File: src/rtl/iob_dbus_split_pkg.sv
// Shared definitions for the IOb data-bus splitter: FSM encoding, counter width
// and the bit layout of the packed request {valid, addr, wdata, wstrb} and response {rdata, ready}.
package iob_dbus_split_pkg;

    typedef enum logic [1:0] {
        ST_IDLE  = 2'd0,
        ST_WAIT  = 2'd1,
        ST_UNMAP = 2'd2
    } split_state_t;

    localparam int CNT_W          = 16;
    localparam int RESP_READY_BIT = 0;
    localparam int RESP_RDATA_LSB = 1;
    localparam int REQ_WSTRB_LSB  = 0;

    function automatic int strb_w(input int data_w);
        return data_w / 8;
    endfunction

    function automatic int req_w(input int addr_w, input int data_w);
        return 1 + addr_w + data_w + data_w / 8;
    endfunction

    function automatic int resp_w(input int data_w);
        return data_w + 1;
    endfunction

    function automatic int req_wdata_lsb(input int data_w);
        return data_w / 8;
    endfunction

    function automatic int req_addr_lsb(input int data_w);
        return data_w + data_w / 8;
    endfunction

    function automatic int req_valid_bit(input int addr_w, input int data_w);
        return addr_w + data_w + data_w / 8;
    endfunction

endpackage

File: src/rtl/iob_dbus_split_watchdog.sv
// Response watchdog: counts cycles spent waiting on a slave and flags when the
// count reaches TIMEOUT. Firing at equality keeps the 16-bit counter from wrapping.
module iob_split_watchdog
    import iob_dbus_split_pkg::*;
#(
    parameter int TIMEOUT = 255
) (
    input  logic clk,
    input  logic rst,
    input  logic load,
    input  logic inc,
    output logic expired
);

    logic [CNT_W-1:0] cnt;

    always_ff @(posedge clk or posedge rst) begin
        if (rst) begin
            cnt <= '0;
        end else if (load) begin
            cnt <= CNT_W'(1);
        end else if (inc) begin
            cnt <= cnt + 1'b1;
        end
    end

    assign expired = (cnt == CNT_W'(TIMEOUT));

endmodule

File: src/rtl/iob_dbus_split.sv
// Routes one IOb master request to a slave chosen by the top address bits, with a
// response watchdog, an unmapped-address responder and sticky error capture.
module iob_dbus_split
    import iob_dbus_split_pkg::*;
#(
    parameter int                 ADDR_W   = 32,
    parameter int                 DATA_W   = 32,
    parameter int                 N_SLAVES = 4,
    parameter int                 TIMEOUT  = 255,
    parameter logic [DATA_W-1:0]  ERR_DATA = 32'hDEADBEEF,
    localparam int                REQ_W    = req_w(ADDR_W, DATA_W),
    localparam int                RESP_W   = resp_w(DATA_W)
) (
    input  logic                       clk,
    input  logic                       rst,
    input  logic [REQ_W-1:0]           m_req,
    output logic [RESP_W-1:0]          m_resp,
    output logic [N_SLAVES*REQ_W-1:0]  s_req,
    input  logic [N_SLAVES*RESP_W-1:0] s_resp,
    input  logic                       err_clr,
    output logic                       err_flag,
    output logic                       err_timeout,
    output logic [ADDR_W-1:0]          err_addr
);

    localparam int SEL_W     = $clog2(N_SLAVES);
    localparam int VALID_BIT = req_valid_bit(ADDR_W, DATA_W);
    localparam int ADDR_LSB  = req_addr_lsb(DATA_W);

    split_state_t      state;
    logic [SEL_W-1:0]  cur_sel;

    logic              m_valid;
    logic [ADDR_W-1:0] m_addr;
    logic [SEL_W-1:0]  sel;
    logic [SEL_W-1:0]  route_sel;
    logic              mapped;

    logic [N_SLAVES-1:0] route_oh;
    logic [N_SLAVES-1:0] s_ready;
    logic [DATA_W-1:0]   s_rdata [N_SLAVES];
    logic [N_SLAVES-1:0] s_valid_vec;
    logic                sel_ready;
    logic [DATA_W-1:0]   sel_rdata;

    logic              m_ready;
    logic [DATA_W-1:0] m_rdata;
    logic              go_wait;
    logic              go_unmap;
    logic              timeout_hit;
    logic              expired;
    logic              wd_inc;

    assign m_valid = m_req[VALID_BIT];
    assign m_addr  = m_req[ADDR_LSB +: ADDR_W];
    assign sel     = m_addr[ADDR_W-1 -: SEL_W];
    assign mapped  = ({1'b0, sel} < (SEL_W+1)'(N_SLAVES));

    // While waiting, the latched selection owns the route, not the live address.
    assign route_sel = (state == ST_WAIT) ? cur_sel : sel;

    for (genvar g = 0; g < N_SLAVES; g++) begin : g_slave
        assign s_req[g*REQ_W +: REQ_W] = {s_valid_vec[g], m_req[REQ_W-2:0]};
        assign s_ready[g]              = s_resp[g*RESP_W + RESP_READY_BIT];
        assign s_rdata[g]              = s_resp[g*RESP_W + RESP_RDATA_LSB +: DATA_W];
    end

    always_comb begin
        route_oh = '0;
        for (int i = 0; i < N_SLAVES; i++) begin
            route_oh[i] = mapped_route(route_sel, i);
        end
    end

    function automatic logic mapped_route(input logic [SEL_W-1:0] rs, input int idx);
        return (rs == SEL_W'(idx));
    endfunction

    always_comb begin
        sel_ready = 1'b0;
        sel_rdata = '0;
        for (int i = 0; i < N_SLAVES; i++) begin
            if (route_oh[i]) begin
                sel_ready = s_ready[i];
                sel_rdata = s_rdata[i];
            end
        end
    end

    always_comb begin
        s_valid_vec = '0;
        m_ready     = 1'b0;
        m_rdata     = '0;
        go_wait     = 1'b0;
        go_unmap    = 1'b0;
        timeout_hit = 1'b0;
        case (state)
            ST_IDLE: begin
                if (m_valid) begin
                    if (mapped) begin
                        s_valid_vec = route_oh;
                        if (sel_ready) begin
                            m_ready = 1'b1;
                            m_rdata = sel_rdata;
                        end else begin
                            go_wait = 1'b1;
                        end
                    end else begin
                        go_unmap = 1'b1;
                    end
                end
            end
            ST_WAIT: begin
                s_valid_vec = route_oh & {N_SLAVES{m_valid}};
                if (sel_ready) begin
                    m_ready = 1'b1;
                    m_rdata = sel_rdata;
                end else if (expired) begin
                    m_ready     = 1'b1;
                    m_rdata     = ERR_DATA;
                    timeout_hit = 1'b1;
                end
            end
            ST_UNMAP: begin
                m_ready = 1'b1;
                m_rdata = ERR_DATA;
            end
            default: ;
        endcase
        // Reset silences the combinational paths at once, abandoning any pending access.
        if (rst) begin
            s_valid_vec = '0;
            m_ready     = 1'b0;
            m_rdata     = '0;
            go_wait     = 1'b0;
            go_unmap    = 1'b0;
            timeout_hit = 1'b0;
        end
    end

    assign m_resp = {m_rdata, m_ready};
    assign wd_inc = (state == ST_WAIT) && !m_ready;

    iob_split_watchdog #(
        .TIMEOUT(TIMEOUT)
    ) u_watchdog (
        .clk    (clk),
        .rst    (rst),
        .load   (go_wait),
        .inc    (wd_inc),
        .expired(expired)
    );

    always_ff @(posedge clk or posedge rst) begin
        if (rst) begin
            state       <= ST_IDLE;
            cur_sel     <= '0;
            err_flag    <= 1'b0;
            err_timeout <= 1'b0;
            err_addr    <= '0;
        end else begin
            case (state)
                ST_IDLE: begin
                    if (go_wait) begin
                        state   <= ST_WAIT;
                        cur_sel <= sel;
                    end else if (go_unmap) begin
                        state <= ST_UNMAP;
                    end
                end
                ST_WAIT: begin
                    if (m_ready) begin
                        state <= ST_IDLE;
                    end
                end
                ST_UNMAP: state <= ST_IDLE;
                default:  state <= ST_IDLE;
            endcase
            // A new error outranks a simultaneous clear.
            if (go_unmap || timeout_hit) begin
                err_flag    <= 1'b1;
                err_timeout <= timeout_hit;
                err_addr    <= m_addr;
            end else if (err_clr) begin
                err_flag    <= 1'b0;
                err_timeout <= 1'b0;
                err_addr    <= '0;
            end
        end
    end

endmodule

File: config.mk
export PLATFORM = sky130hd
export DESIGN_NAME = iob_dbus_split
export DESIGN_NICKNAME = d
export VERILOG_FILES = /design/src/rtl/iob_dbus_split_pkg.sv /design/src/rtl/iob_dbus_split_watchdog.sv /design/src/rtl/iob_dbus_split.sv
export SDC_FILE = /design/constraint.sdc
export NUM_CORES = 1
export LEC_CHECK = 0
export ABC_AREA = 1
export BUFFER_PORTS_ARGS = -buffer_cell sky130_fd_sc_hd__buf_4
export CAP_MARGIN = 20
export CORE_AREA = 5 5 208 210
export CTS_BUF_LIST = sky130_fd_sc_hd__clkbuf_8
export DETAILED_ROUTE_END_ITERATION = 12
export DIE_AREA = 0 0 213 215
export HOLD_SLACK_MARGIN = 0.05
export SLEW_MARGIN = 20
export SYNTH_ARGS = -nofsm -noshare
export SYNTH_HDL_FRONTEND = slang
export SYNTH_SLANG_ARGS = --single-unit
File: constraint.sdc
create_clock -name clk -period 3.5 [get_ports clk]
set_clock_uncertainty 0.2 [all_clocks]
set_input_delay 0.7 -clock clk [delete_from_list [all_inputs] [get_ports clk]]
set_output_delay 0.7 -clock clk [all_outputs]
set_load 0.05 [all_outputs]
; Word-level counts from Yosys, hierarchy flattened
; Cells that the tools add are included.
; W data, S select, Z words.
[word_totals]
ff_bits = 53
in_bits = 204
output_inout_bits = 343
wordCells = 63
[op_classes]
addsub = 1
n_eq_ne = 8
mux = 40
bitwise_logic = 1
n_reduce_logical = 8
[op_table]
columns = op, n
row1 = $mux W32, 11
row2 = $pmux W32 S3, 1
row3 = $mux W16, 2
row4 = $mux W1, 18
row5 = $add A16 B1 Y16 const B, 1
row6 = $eq A16 B8 Y1 const B, 1
row7 = $mux W4, 2
row8 = $pmux W4 S2, 1
row9 = $eq A2 B2 Y1 const B, 3
row10 = $mux W2, 3
row11 = $and A4 B4 Y4, 1
row12 = $eq A2 B1 Y1 const B, 2
row13 = $logic_not A2 Y1, 2
row14 = $ne A2 B2 Y1 const B, 2
row15 = $pmux W2 S2, 1
row16 = $reduce_and A2 Y1, 2
row17 = $reduce_bool A2 Y1, 2
row18 = $pmux W1 S3, 1
row19 = $logic_and A1 B1 Y1, 1
row20 = $logic_not A1 Y1, 1

; Longest topological paths before layout
; Gate-level depths: netlist (run 1).
[logic_depth]
ltp_word = 15
depth_mapped = 13
depth_no_buf = 12

; Modules after synthesis
; Synthesis (run 1) repeated with hierarchy kept, for this count alone.
[hier_totals]
cells_unflattened = 909
hier_area_um2 = 6129.6
[modules_own_cells]
columns = mod, instances, cells_per_inst, area_each_um2, seq_area_each_um2
row1 = iob_dbus_split, 1, 779, 5203.7, 900.9
row2 = iob_split_watchdog, 1, 130, 925.9, 400.4

; Least setup slack after synthesis (run 1)
; Ideal clock, no wire load.
[synth_path]
path_type = input to output
start = in m_req[67]
end = out m_resp[18]
t_arrival_ps = 2690
t_required_ps = 2600
setup_slack_ps = -90
cell_stages = 10
n_path_buf = 0
cell_sequence = inv_1 > nand2_2 > nand2_4 > inv_2 > nand2_2 > or2_0 > nand2_2 > inv_2 > nand2_1 > a211oi_1
[synth_between]
elab_chain_cells = 10
word_cells_on_any_way = 18
cone_classes = eq/ne: 3 / mux: 14 / reduce/logical: 1
[synth_lines]
columns = element, line_no
row1 = start: declaration, iob_dbus_split.sv:16  ; input logic [REQ_W-1:0] m_req,
row2 = $mux W2 (*), iob_dbus_split.sv:60  ; assign route_sel = (state == ST_WAIT) ? cur_sel : sel;
row3 = $logic_not A2 Y1, iob_dbus_split.sv:76  ; return (rs == SEL_W'(idx));
row4 = $mux W32 or $mux W1 (tied branches) (4 in series), iob_dbus_split.sv:83  ; if (route_oh[i]) begin
row5 = $mux W32, iob_dbus_split.sv:102  ; if (sel_ready) begin
row6 = $mux W32, iob_dbus_split.sv:99  ; if (m_valid) begin
row7 = $pmux W32 S3 (*), iob_dbus_split.sv:97  ; case (state)
row8 = $mux W32 (*), iob_dbus_split.sv:131  ; if (rst) begin
row9 = end: declaration, iob_dbus_split.sv:17  ; output logic [RESP_W-1:0] m_resp,
; Mark *: on every way between the ends. The rest lies on a longest branch, timed or not.

; Worst setup path in the final report (run 1)
[layout_path]
start = reg state[0]
end = out m_resp[1]
[layout_between]
elab_chain_cells = 11
word_cells_on_any_way = 21
cone_classes = eq/ne: 5 / mux: 14 / reduce/logical: 2
[layout_lines]
columns = element, line_no
row1 = start: declaration, iob_dbus_split.sv:30  ; split_state_t state;
row2 = start signal: assignment, iob_dbus_split.sv:156  ; state <= ST_IDLE;
row3 = start signal: assignment, iob_dbus_split.sv:165  ; state <= ST_WAIT;
row4 = start signal: assignment, iob_dbus_split.sv:168  ; state <= ST_UNMAP;
row5 = $eq A2 B1 Y1, "iob_dbus_split.sv:60, iob_dbus_split.sv:97"
row6 = $mux W2, iob_dbus_split.sv:60
row7 = $logic_not A2 Y1, iob_dbus_split.sv:76
row8 = $mux W32 or $mux W1 (tied branches) (4 in series), iob_dbus_split.sv:83
row9 = $mux W32, iob_dbus_split.sv:102
row10 = $mux W32, iob_dbus_split.sv:99
row11 = $pmux W32 S3 (*), iob_dbus_split.sv:97
row12 = $mux W32 (*), iob_dbus_split.sv:131
; Marks and branches as above.

==> results_dict.tcl, run 1 <==
set metrics [dict create \
    fin_ws_ps 128 \
    worstSetupStartpointType "flop" \
    power.density_mw_per_mm2 556 \
    syn_area_sq_mm 0.00573 \
    postSynthAreaPerCell_sq_um 6.96 \
    worstMarginPinSlew_ps 752 \
    critPathCaptureType "primary output" \
    clockBufferDepth 2 \
    clock-root-buffer "clkbuf_8" \
    antenna_found_initial 1 \
    final_max_slew_viol_count 0 \
    p_leak_uw 0.00385 \
    slew_headroom 0.499 \
    postRouteAntennaNets 0 \
    worst-setup-path-type "reg -> out" \
    ys_ff_latch 52 \
    whs_ps 209 \
    clk-insertion-delay-late_ps 320 \
    cp.arrival_ps 2470 \
    synth_cells 824 \
    overflow 0 \
    peakVddDrop_mv 0.167 \
    layout_common_cells "buf_4, nand2_1, nand3_1, nor2_1, dfrtp_1" \
    grt_max_degree 36 \
    yosysUniqueCellTypes 32 \
    synthesis.nets 1029 \
    port_buffers 366 \
    maxCapViolations 0 \
    post-route-util 0.180 \
    synth.yosys.seq_area_share 0.227 \
    avgViaCountPerCell 3.74 \
    fin_setup_tns_ps 0 \
    h-tree-depth 2 \
    nets 1117 \
    fp.dieH_um 215 \
    cts_tree "done" \
    post-route-period-util 0.964 \
    ios 547 \
    wl_per_cell_um 16.8 \
    gp_congestion 0.894 \
    vias 5428 \
    setup_viol 0 \
    worst_hold_path_type "in -> async" \
    hold_buffers 0 \
    max_freq_ghz 0.297 \
    fp.dieW_um 213 \
    rsz0062_at_grt "yes" \
    total_power_uw 4130 \
    start_util 0.139 \
    status "finished, final reports clean" \
    final_hold_viol_count 0 \
    drt-total-wl_um 24400 \
    drc 0 \
    grt.total_usage 0.0958 \
    core-area_sq_mm 0.0414 \
    syn_to_final_growth_pct 29.7 \
    cp_max_fo 10 \
    grt_pass1_vias 5381 \
    fp.dieArea_sq_mm 0.0458 \
    drive_gt1_frac 0.465 \
    drt_pass1_iterations 6 \
    cts_buffers 5 \
    dpl.hpwl_um 20100 \
    place_worst_setup_slack_ps -19.8 \
    ys.warnings.count 0 \
    final_common_cell "buf_4" \
    drtIter0Drc 177 \
    worstPathRequired_ps 2600 \
    cts_sinks 52 \
    post-route-min-period_ps 3370 \
    cts.clk_slew.worst_paths_ps 110 \
    num_rows 75 \
    grt_first_pass_wirelength_um 33400 \
]
-- cell families (layout without fill, tap and decap cells) --
family / after synthesis / count (layout) / synth area share
other cells: 0 / 1 / 0
flops: 52 / 52 / 0.227
compound gates: 74 / 74 / 0.0729
fa+ha+maj: 1 / 1 / 0.00218
simple gates: 343 / 343 / 0.267
xor+xnor: 13 / 13 / 0.0199
buf+inv: 341 / 430 / 0.412
-- final timing paths --
path	startpoint	endpoint	slack (ps)	cells past startpoint
hold reg to reg	err_addr[26]	err_addr[26]	300	2
max in group asynchronous	rst	err_addr[22]	2020	3
min in group clk	err_addr[26]	err_addr[26]	300	2
setup / recovery	state[0]	m_resp[1]	130	12
setup reg to reg	state[0]	err_addr[29]	550	14
hold / removal	rst	u_watchdog.cnt[11]	210	2
-- sequential cells by signal, summed over array words and instances (netlist names) --
signal / count
state: 1
u_watchdog.cnt: 16
cur_sel: 2
err_addr: 32
err_timeout: 1
-- worst max-delay path, cell delays in order (launching register included) --
cell and delay (ps):
dfrtp_2 460, buf_4 190, nand2_1 110, nand2_4 90, inv_2 100, o21ai_1 80
nand3_1 90, nand2_2 120, nand2_2 120, nand3_4 200, clkbuf_16 250, nor2_1 150
buf_6 180
-- metrics by stage --
step,instances,instance area [sq um]
after floorplan,824,5730
after global placement,1438,7080
after detailed placement,1438,7080
after CTS,1447,7220
after global routing,1452,7430
final,1453,7440
-- Yosys cell counts (all sizes together) --
library cell / count / area share
nor3: 4 / 0.0035
xnor2: 2 / 0.0031
ha: 1 / 0.0022
dfrtp: 52 / 0.23
nand3: 109 / 0.097
inv: 33 / 0.022
nor2: 69 / 0.047
clkbuf: 10 / 0.0065
nand4: 16 / 0.017
o211ai: 1 / 0.0013
o221ai: 3 / 0.0046
a211oi: 2 / 0.0026
nor4: 2 / 0.0022
nand2: 141 / 0.098
xor2: 11 / 0.017
o21ai: 27 / 0.024
o22ai: 11 / 0.012
a21oi: 24 / 0.021
a22oi: 6 / 0.0079
or2: 2 / 0.0022
buf: 298 / 0.38
-- per-layer routing --
layer | part of all wire | vias to the layer above | wire [um] | track usage
li1 | - | 2568 | - | -
met2 | 0.51 | 292 | 12300 | 0.174
met4 | 0.043 | 0 | 1060 | 0.0414
met3 | 0.069 | 74 | 1680 | 0.0194
met5 | 0 | - | 0 | 0
met1 | 0.38 | 2494 | 9290 | 0.107
-- power by group --
part           internal (uW)  total, uW  switching [uW]
combinational            991       3010            2020
clock                    212        442             230
sequential               639        680            40.4
-- layout make-up --
| class | count | area [sq um] |
|---|---|---|
| inverters | 33 | 126 |
| multi-input cells | 431 | 2120 |
| fillers | 4642 | 33900 |
| repair buffers | 389 | 3100 |
| flip-flops and latches | 52 | 1300 |
| clock buffers | 5 | 68.8 |
| diodes | 1 | 2.50 |
| well taps | 539 | 674 |
| clock inverters | 3 | 42.5 |
-- what timing repair did --
item,4_1_cts,5_1_grt
gates resized for setup,2,34
setup buffers,1,2
setup endpoints to repair,19,30
endpoints found under the hold margin,0,0
gates cloned,0,2
pin swaps,1,2
Note: power is estimated with default switching activity, not from simulation.
==> inputs of run 2 (changes only) <==
--- a/config.mk
+++ b/config.mk
@@ -7,13 +7,14 @@
 export LEC_CHECK = 0
 export ABC_AREA = 1
 export BUFFER_PORTS_ARGS = -buffer_cell sky130_fd_sc_hd__buf_4
-export CAP_MARGIN = 20
-export CORE_AREA = 5 5 208 210
+export CAP_MARGIN = 5
+export CORE_AREA = 5 5 210 212
 export CTS_BUF_LIST = sky130_fd_sc_hd__clkbuf_8
 export DETAILED_ROUTE_END_ITERATION = 12
-export DIE_AREA = 0 0 213 215
+export DIE_AREA = 0 0 215 217
 export HOLD_SLACK_MARGIN = 0.05
 export SLEW_MARGIN = 20
 export SYNTH_ARGS = -nofsm -noshare
 export SYNTH_HDL_FRONTEND = slang
+export SYNTH_HIERARCHICAL = 1
 export SYNTH_SLANG_ARGS = --single-unit
==> constraint.sdc (replaced) <==
create_clock -name clk -period 3.5 [get_ports clk]
set_clock_uncertainty 0.2 [all_clocks]
set_input_delay 0 -clock clk [delete_from_list [all_inputs] [get_ports clk]]
set_output_delay 0 -clock clk [all_outputs]
set_load 0.05 [all_outputs]
==> run 2 against run 1 <==
First-iteration DRC count is 110% higher. Clock power decreased by 13%. Largest power group unchanged. Sequential power rose by 2%. Largest cell class unchanged. Worst setup slack improved by 280 ps. Fmax is 8.9% higher. Routed wire length grew 4.5%. Power is 1.1% higher.
==> results_dict.tcl, run 2 <==
set metrics [dict create \
    worstHoldStart "s_resp[99]" \
    drc 0 \
    p_leak_uw 0.00488 \
    cts_buffers 5 \
    fillers 4598 \
    grt.total_usage 0.0999 \
    maxCapViolations 0 \
    syn_area_sq_mm 0.00613 \
    clockBufferDepth 2 \
    antenna_found_initial 1 \
    cts_setup_buffers 0 \
    post-route-min-period_ps 3100 \
    clock-root-buffer "clkbuf_8" \
    synth.yosys.seq_area_share 0.212 \
    avgViaCountPerCell 3.85 \
    ys_ff_latch 52 \
    layout_common_cells "buf_4, nand2_1, nand3_1, dlygate4sd3_1, inv_1" \
    cts_sinks 52 \
    fin_ws_ps 405 \
    yosys-top-cells-count "buf_4, nand2_1, nand3_1" \
    synth_edf_count 0 \
    h-tree-depth 2 \
    cp_max_fo 57 \
    reg2reg_setup_slack_ps 440 \
    slew_headroom 0.425 \
    yosys.area.top_type "buf_4" \
    setup_viol 0 \
    overflow 0 \
    wl_per_cell_um 15.3 \
    critPathCaptureType "flop" \
    postRouteAntennaNets 0 \
    cp.arrival_ps 3160 \
    holdPathEnd "state[0]" \
    nets 1327 \
    core-area_sq_mm 0.0418 \
    whs_ps 89.1 \
    regMostFlops "err_addr" \
    worstMarginPinSlew_ps 862 \
    fin_setup_tns_ps 0 \
    cts_tree "done" \
    yosysTopAreaCellShare 0.340 \
    power.density_mw_per_mm2 453 \
    drive_gt1_frac 0.418 \
    yosysMostFrequentCell "buf_4" \
    synthesis.nets 1114 \
    fp.dieArea_sq_mm 0.0467 \
    grt_pass1_vias 6458 \
    grt_first_pass_wirelength_um 37300 \
    gp_congestion 0.886 \
    drtIter0Drc 372 \
    largestRegisters "err_addr (32), u_watchdog/cnt (16), cur_sel (2)" \
    final_hold_viol_count 0 \
    drt_pass1_iterations 4 \
    worst_hold_path_type "in -> reg" \
    worstSetupStartpointType "primary input" \
    synth.area.top_cells "buf_4, dfrtp_1, nand2_1, nand3_1, inv_1" \
    reg2regPathDepth 12 \
    peakVddDrop_mv 0.209 \
    total_power_uw 4180 \
    fp.dieH_um 217 \
    async_flop_share 1.00 \
    final_common_cell "buf_4" \
    synth_cells 909 \
    antenna_cells 0 \
    dpl.hpwl_um 19300 \
    postSynthAreaPerCell_sq_um 6.74 \
    cts.clk_slew.worst_paths_ps 110 \
    syn_to_final_growth_pct 50.5 \
    drt-total-wl_um 25400 \
    reg2reg_to "err_addr[20]" \
    worst-setup-path-type "in -> reg" \
    synth_flop_cell "dfrtp_1" \
    port_buffers 366 \
    rsz0062_at_grt "no" \
    worstHoldPathCells 6 \
    ys.warnings.count 6 \
    largest_reg_flops 32 \
    ios 547 \
    place_worst_setup_slack_ps 775 \
    post-route-period-util 0.884 \
    worstPathRequired_ps 3560 \
    final_max_slew_viol_count 0 \
    num_rows 75 \
    grt_max_degree 58 \
    timing.rr.start "u_watchdog/cnt[1]" \
    yosysUniqueCellTypes 33 \
    clk-insertion-delay-late_ps 320 \
    start_util 0.147 \
    max_freq_ghz 0.323 \
    status "finished, final reports clean" \
    vias 6391 \
    fp.dieW_um 215 \
]
## run 2: cell families after synthesis
family / after synthesis / share of synthesized area
buffers and inverters: 382 / 0.414
AND/OR/NAND/NOR: 380 / 0.293
AO/OA/AOI/OAI: 94 / 0.0788
flip-flops: 52 / 0.212
adder cells (fa/ha/maj): 1 / 0.00204
## run 2: timing repair
| item | CTS | global route |
|---|---|---|
| endpoints found under the hold margin | 232 | 0 |
| hold buffers | 139 | 0 |
| endpoints found under the setup margin | 0 | 0 |
| resized for setup | 0 | 0 |
## run 2: power breakdown
group          internal (uW)  total (uW)  switching [uW]
Clock                    148         385             238
Combinational            890        3100            2210
Sequential               646         695            49.0
Total                   1680        4180            2500
## run 2: stage by stage
| stage | util | cells | instance area, sq um |
|---|---|---|---|
| after CTS | 0.221 | 1662 | 9230 |
| after detailed placement | 0.177 | 1515 | 7380 |
| after global placement | 0.177 | 1515 | 7380 |
| final | 0.221 | 1662 | 9230 |
| after global routing | 0.221 | 1662 | 9230 |
| after floorplan | - | 909 | 6130 |
## run 2: final cells by class
type                            count  area, sq um  area share
Timing Repair Buffer              517         4590       0.497
Sequential cell                    52         1300       0.141
Tap cell                          539          674      0.0731
Clock buffer                        5         68.8     0.00746
Multi-Input combinational cell    475         2300       0.249
Inverter                           71          269      0.0292
Clock inverter                      3         27.5     0.00298
## run 2: critical path, cell delays in order
cell and delay [ps]:
dlygate4sd3_1 590, buf_4 170, dlygate4sd3_1 610, inv_2 80
nand3_1 120, inv_2 70, nand3_4 70, buf_4 570
nand3_1 160, nand2_1 100, dlygate4sd3_1 540
## run 2: metal layers
layer / global-route usage / vias to the layer above / wire [um]
li1: - / 3020 / -
met1: 0.109 / 2980 / 9320
met2: 0.187 / 354 / 13200
met3: 0.0307 / 35 / 2320
met4: 0.0271 / 2 / 581
met5: 0 / - / 13
## run 2: worst max-delay path by stage
stage,cells past startpoint,startpoint,end
global route,12,u_watchdog/cnt[1],err_addr[27]
global placement,15,state[0],u_watchdog/cnt[15]
floorplan,11,u_watchdog/cnt[1],m_resp[1]
CTS,11,rst,err_addr[27]
detailed placement,15,state[0],u_watchdog/cnt[15]
finish,11,rst,err_addr[20]
==> inputs of run 3 (changes only) <==
--- a/config.mk
+++ b/config.mk
@@ -8,10 +8,10 @@
 export ABC_AREA = 1
 export BUFFER_PORTS_ARGS = -buffer_cell sky130_fd_sc_hd__buf_4
 export CAP_MARGIN = 5
-export CORE_AREA = 5 5 210 212
+export CORE_AREA = 5 5 211 213
 export CTS_BUF_LIST = sky130_fd_sc_hd__clkbuf_8
 export DETAILED_ROUTE_END_ITERATION = 12
-export DIE_AREA = 0 0 215 217
+export DIE_AREA = 0 0 216 218
 export HOLD_SLACK_MARGIN = 0.05
 export SLEW_MARGIN = 20
 export SYNTH_ARGS = -nofsm -noshare
==> run 3 against run 2 <==
Fmax decreased by 4.0%. Via count is 1.0% lower. Final area rose by 0.15%. Count of clock-buffer cells in the layout unchanged. Worst setup slack lost 130 ps. Critical path depth did not move. Flip-flop and latch count unchanged. Routed wire length increased by 0.24%. Sequential share of layout area about the same. Power down 0.21%. Non-clock buffer count shrank 1. Register-to-register slack is essentially flat.
==> results_dict.tcl, run 3 (same netlist as run 2, synthesis figures left out) <==
set metrics [dict create \
    max_freq_ghz 0.310 \
    crit_family "simple AND/OR/NAND/NOR gates" \
    grt_pass1_vias 6338 \
    regMostFlops "err_addr" \
    power.density_mw_per_mm2 451 \
    place_worst_setup_slack_ps 593 \
    crit_slowest_cell "dfrtp_1" \
    largestRegisters "err_addr (32), u_watchdog/cnt (16), cur_sel (2)" \
    p_leak_uw 0.00489 \
    critPathCaptureType "primary output" \
    whs_ps 109 \
    ios 547 \
    cts_sinks 52 \
    reg2reg_to "err_addr[23]" \
    vias 6324 \
    final_max_slew_viol_count 0 \
    grt_max_degree 48 \
    drc 0 \
    cp.arrival_ps 3030 \
    reg2regPathDepth 12 \
    fp.dieH_um 218 \
    fin_setup_tns_ps 0 \
    wl_met1_um 9470 \
    grt_first_pass_wirelength_um 36300 \
    worst-setup-path-type "reg -> out" \
    avgViaCountPerCell 3.79 \
    fp.dieArea_sq_mm 0.0471 \
    cpMostUsedCell "buf_4" \
    cpPeakStageDelay_ps 560 \
    antenna_found_initial 4 \
    wl_met3_um 2020 \
    peakVddDrop_mv 0.186 \
    postRouteAntennaNets 0 \
    post-route-period-util 0.922 \
    gp_congestion 0.864 \
    maxCapViolations 0 \
    wl_met2_um 13300 \
    cts_tree "done" \
    top_layer "met5" \
    clockBufferDepth 2 \
    worstMarginPinSlew_ps 665 \
    holdPathEnd "cur_sel[0]" \
    grt.total_usage 0.0978 \
    drt-total-wl_um 25500 \
    path_cells "inv_4 -> nand2_2 -> nand2_4 -> buf_4 -> nor2_1 -> buf_4 -> nand2_1 -> nand3_1 -> nand2_1 -> o21ai_1 -> buf_4" \
    core-area_sq_mm 0.0425 \
    clk-insertion-delay-late_ps 330 \
    clock-root-buffer "clkbuf_8" \
    num_rows 76 \
    h-tree-depth 2 \
    layout_common_cells "buf_4, nand2_1, nand3_1, dlygate4sd3_1, inv_1" \
    overflow 0 \
    fp.dieW_um 216 \
    reg2reg_setup_slack_ps 450 \
    post-route-min-period_ps 3230 \
    nets 1326 \
    worstHoldPathCells 5 \
    cts.clk_slew.worst_paths_ps 120 \
    wl_per_cell_um 15.3 \
    port_buffers 366 \
    worstPathRequired_ps 3300 \
    slew_headroom 0.557 \
    drtIter0Drc 278 \
    rsz0062_at_grt "no" \
    status "finished, final reports clean" \
    drive_gt1_frac 0.417 \
    timing.rr.start "u_watchdog/cnt[1]" \
    setup_viol 0 \
    start_util 0.144 \
    worst_hold_path_type "in -> reg" \
    worstHoldStart "m_req[68]" \
    worstSetupStartpointType "flop" \
    syn_to_final_growth_pct 50.7 \
    placed_area_sq_mm 0.00738 \
    fin_ws_ps 274 \
    cp_max_fo 23 \
    final_common_cell "buf_4" \
    drt_pass1_iterations 5 \
    fin_area_sq_mm 0.00924 \
    dpl.hpwl_um 19000 \
    final_hold_viol_count 0 \
    largest_reg_flops 32 \
    cts_buffers 5 \
    cp_num_buf_inv 4 \
]
-- run 3: repair_timing --
action / in CTS / in global routing
hold buffers: 139 / 0
endpoints found under the setup margin: 0 / 7
gates resized for setup: 0 / 1
hold endpoints to repair: 232 / 0
buffers inserted: 0 / 0
-- run 3: final cells by class --
class	count	area [sq um]
fill	4656	33300
timing repair buffer	516	4590
multi-input combinational	475	2300
sequential	52	1300
tap	546	683
inverter	71	269
clock buffer	5	68.8
clock inverter	3	25.0
antenna	1	2.50
-- run 3: how the worst max path moves through the flow --
stage,start,endpoint,slack (ps),cells past startpoint
floorplan,u_watchdog/cnt[1],m_resp[1],1200,11
global placement,state[0],m_resp[2],520,11
detailed placement,state[0],m_resp[2],590,11
CTS,state[0],m_resp[2],180,11
global route,state[0],m_resp[2],9,11
finish,state[0],m_resp[2],270,11
-- run 3: worst reg2reg max path: cells and delay by family, from the launching register on --
kind	cells	cell delay, ps
flip-flops	1	410
buffers and inverters	3	950
adder cells (fa/ha/maj)	1	190
AND/OR/NAND/NOR	8	1180
-- run 3: metal layers --
metal | vias to the layer above | track usage
li1 | 3021 | -
met1 | 2912 | 0.106
met2 | 352 | 0.186
met3 | 37 | 0.0240
met4 | 2 | 0.0310
met5 | - | 0
-- run 3: per-stage QoR --
step,util,total power (uW),instances
after floorplan,-,3020,909
after CTS,0.217,4200,1668
after detailed placement,0.174,3280,1521
after global routing,0.217,4440,1669
after global placement,0.174,3240,1521
final,0.217,4170,1669
-- run 3: power breakdown --
group	total [uW]	internal, uW	switching [uW]
clock	397	147	250
combinational	3080	883	2190
sequential	697	646	51.3
total	4170	1680	2500
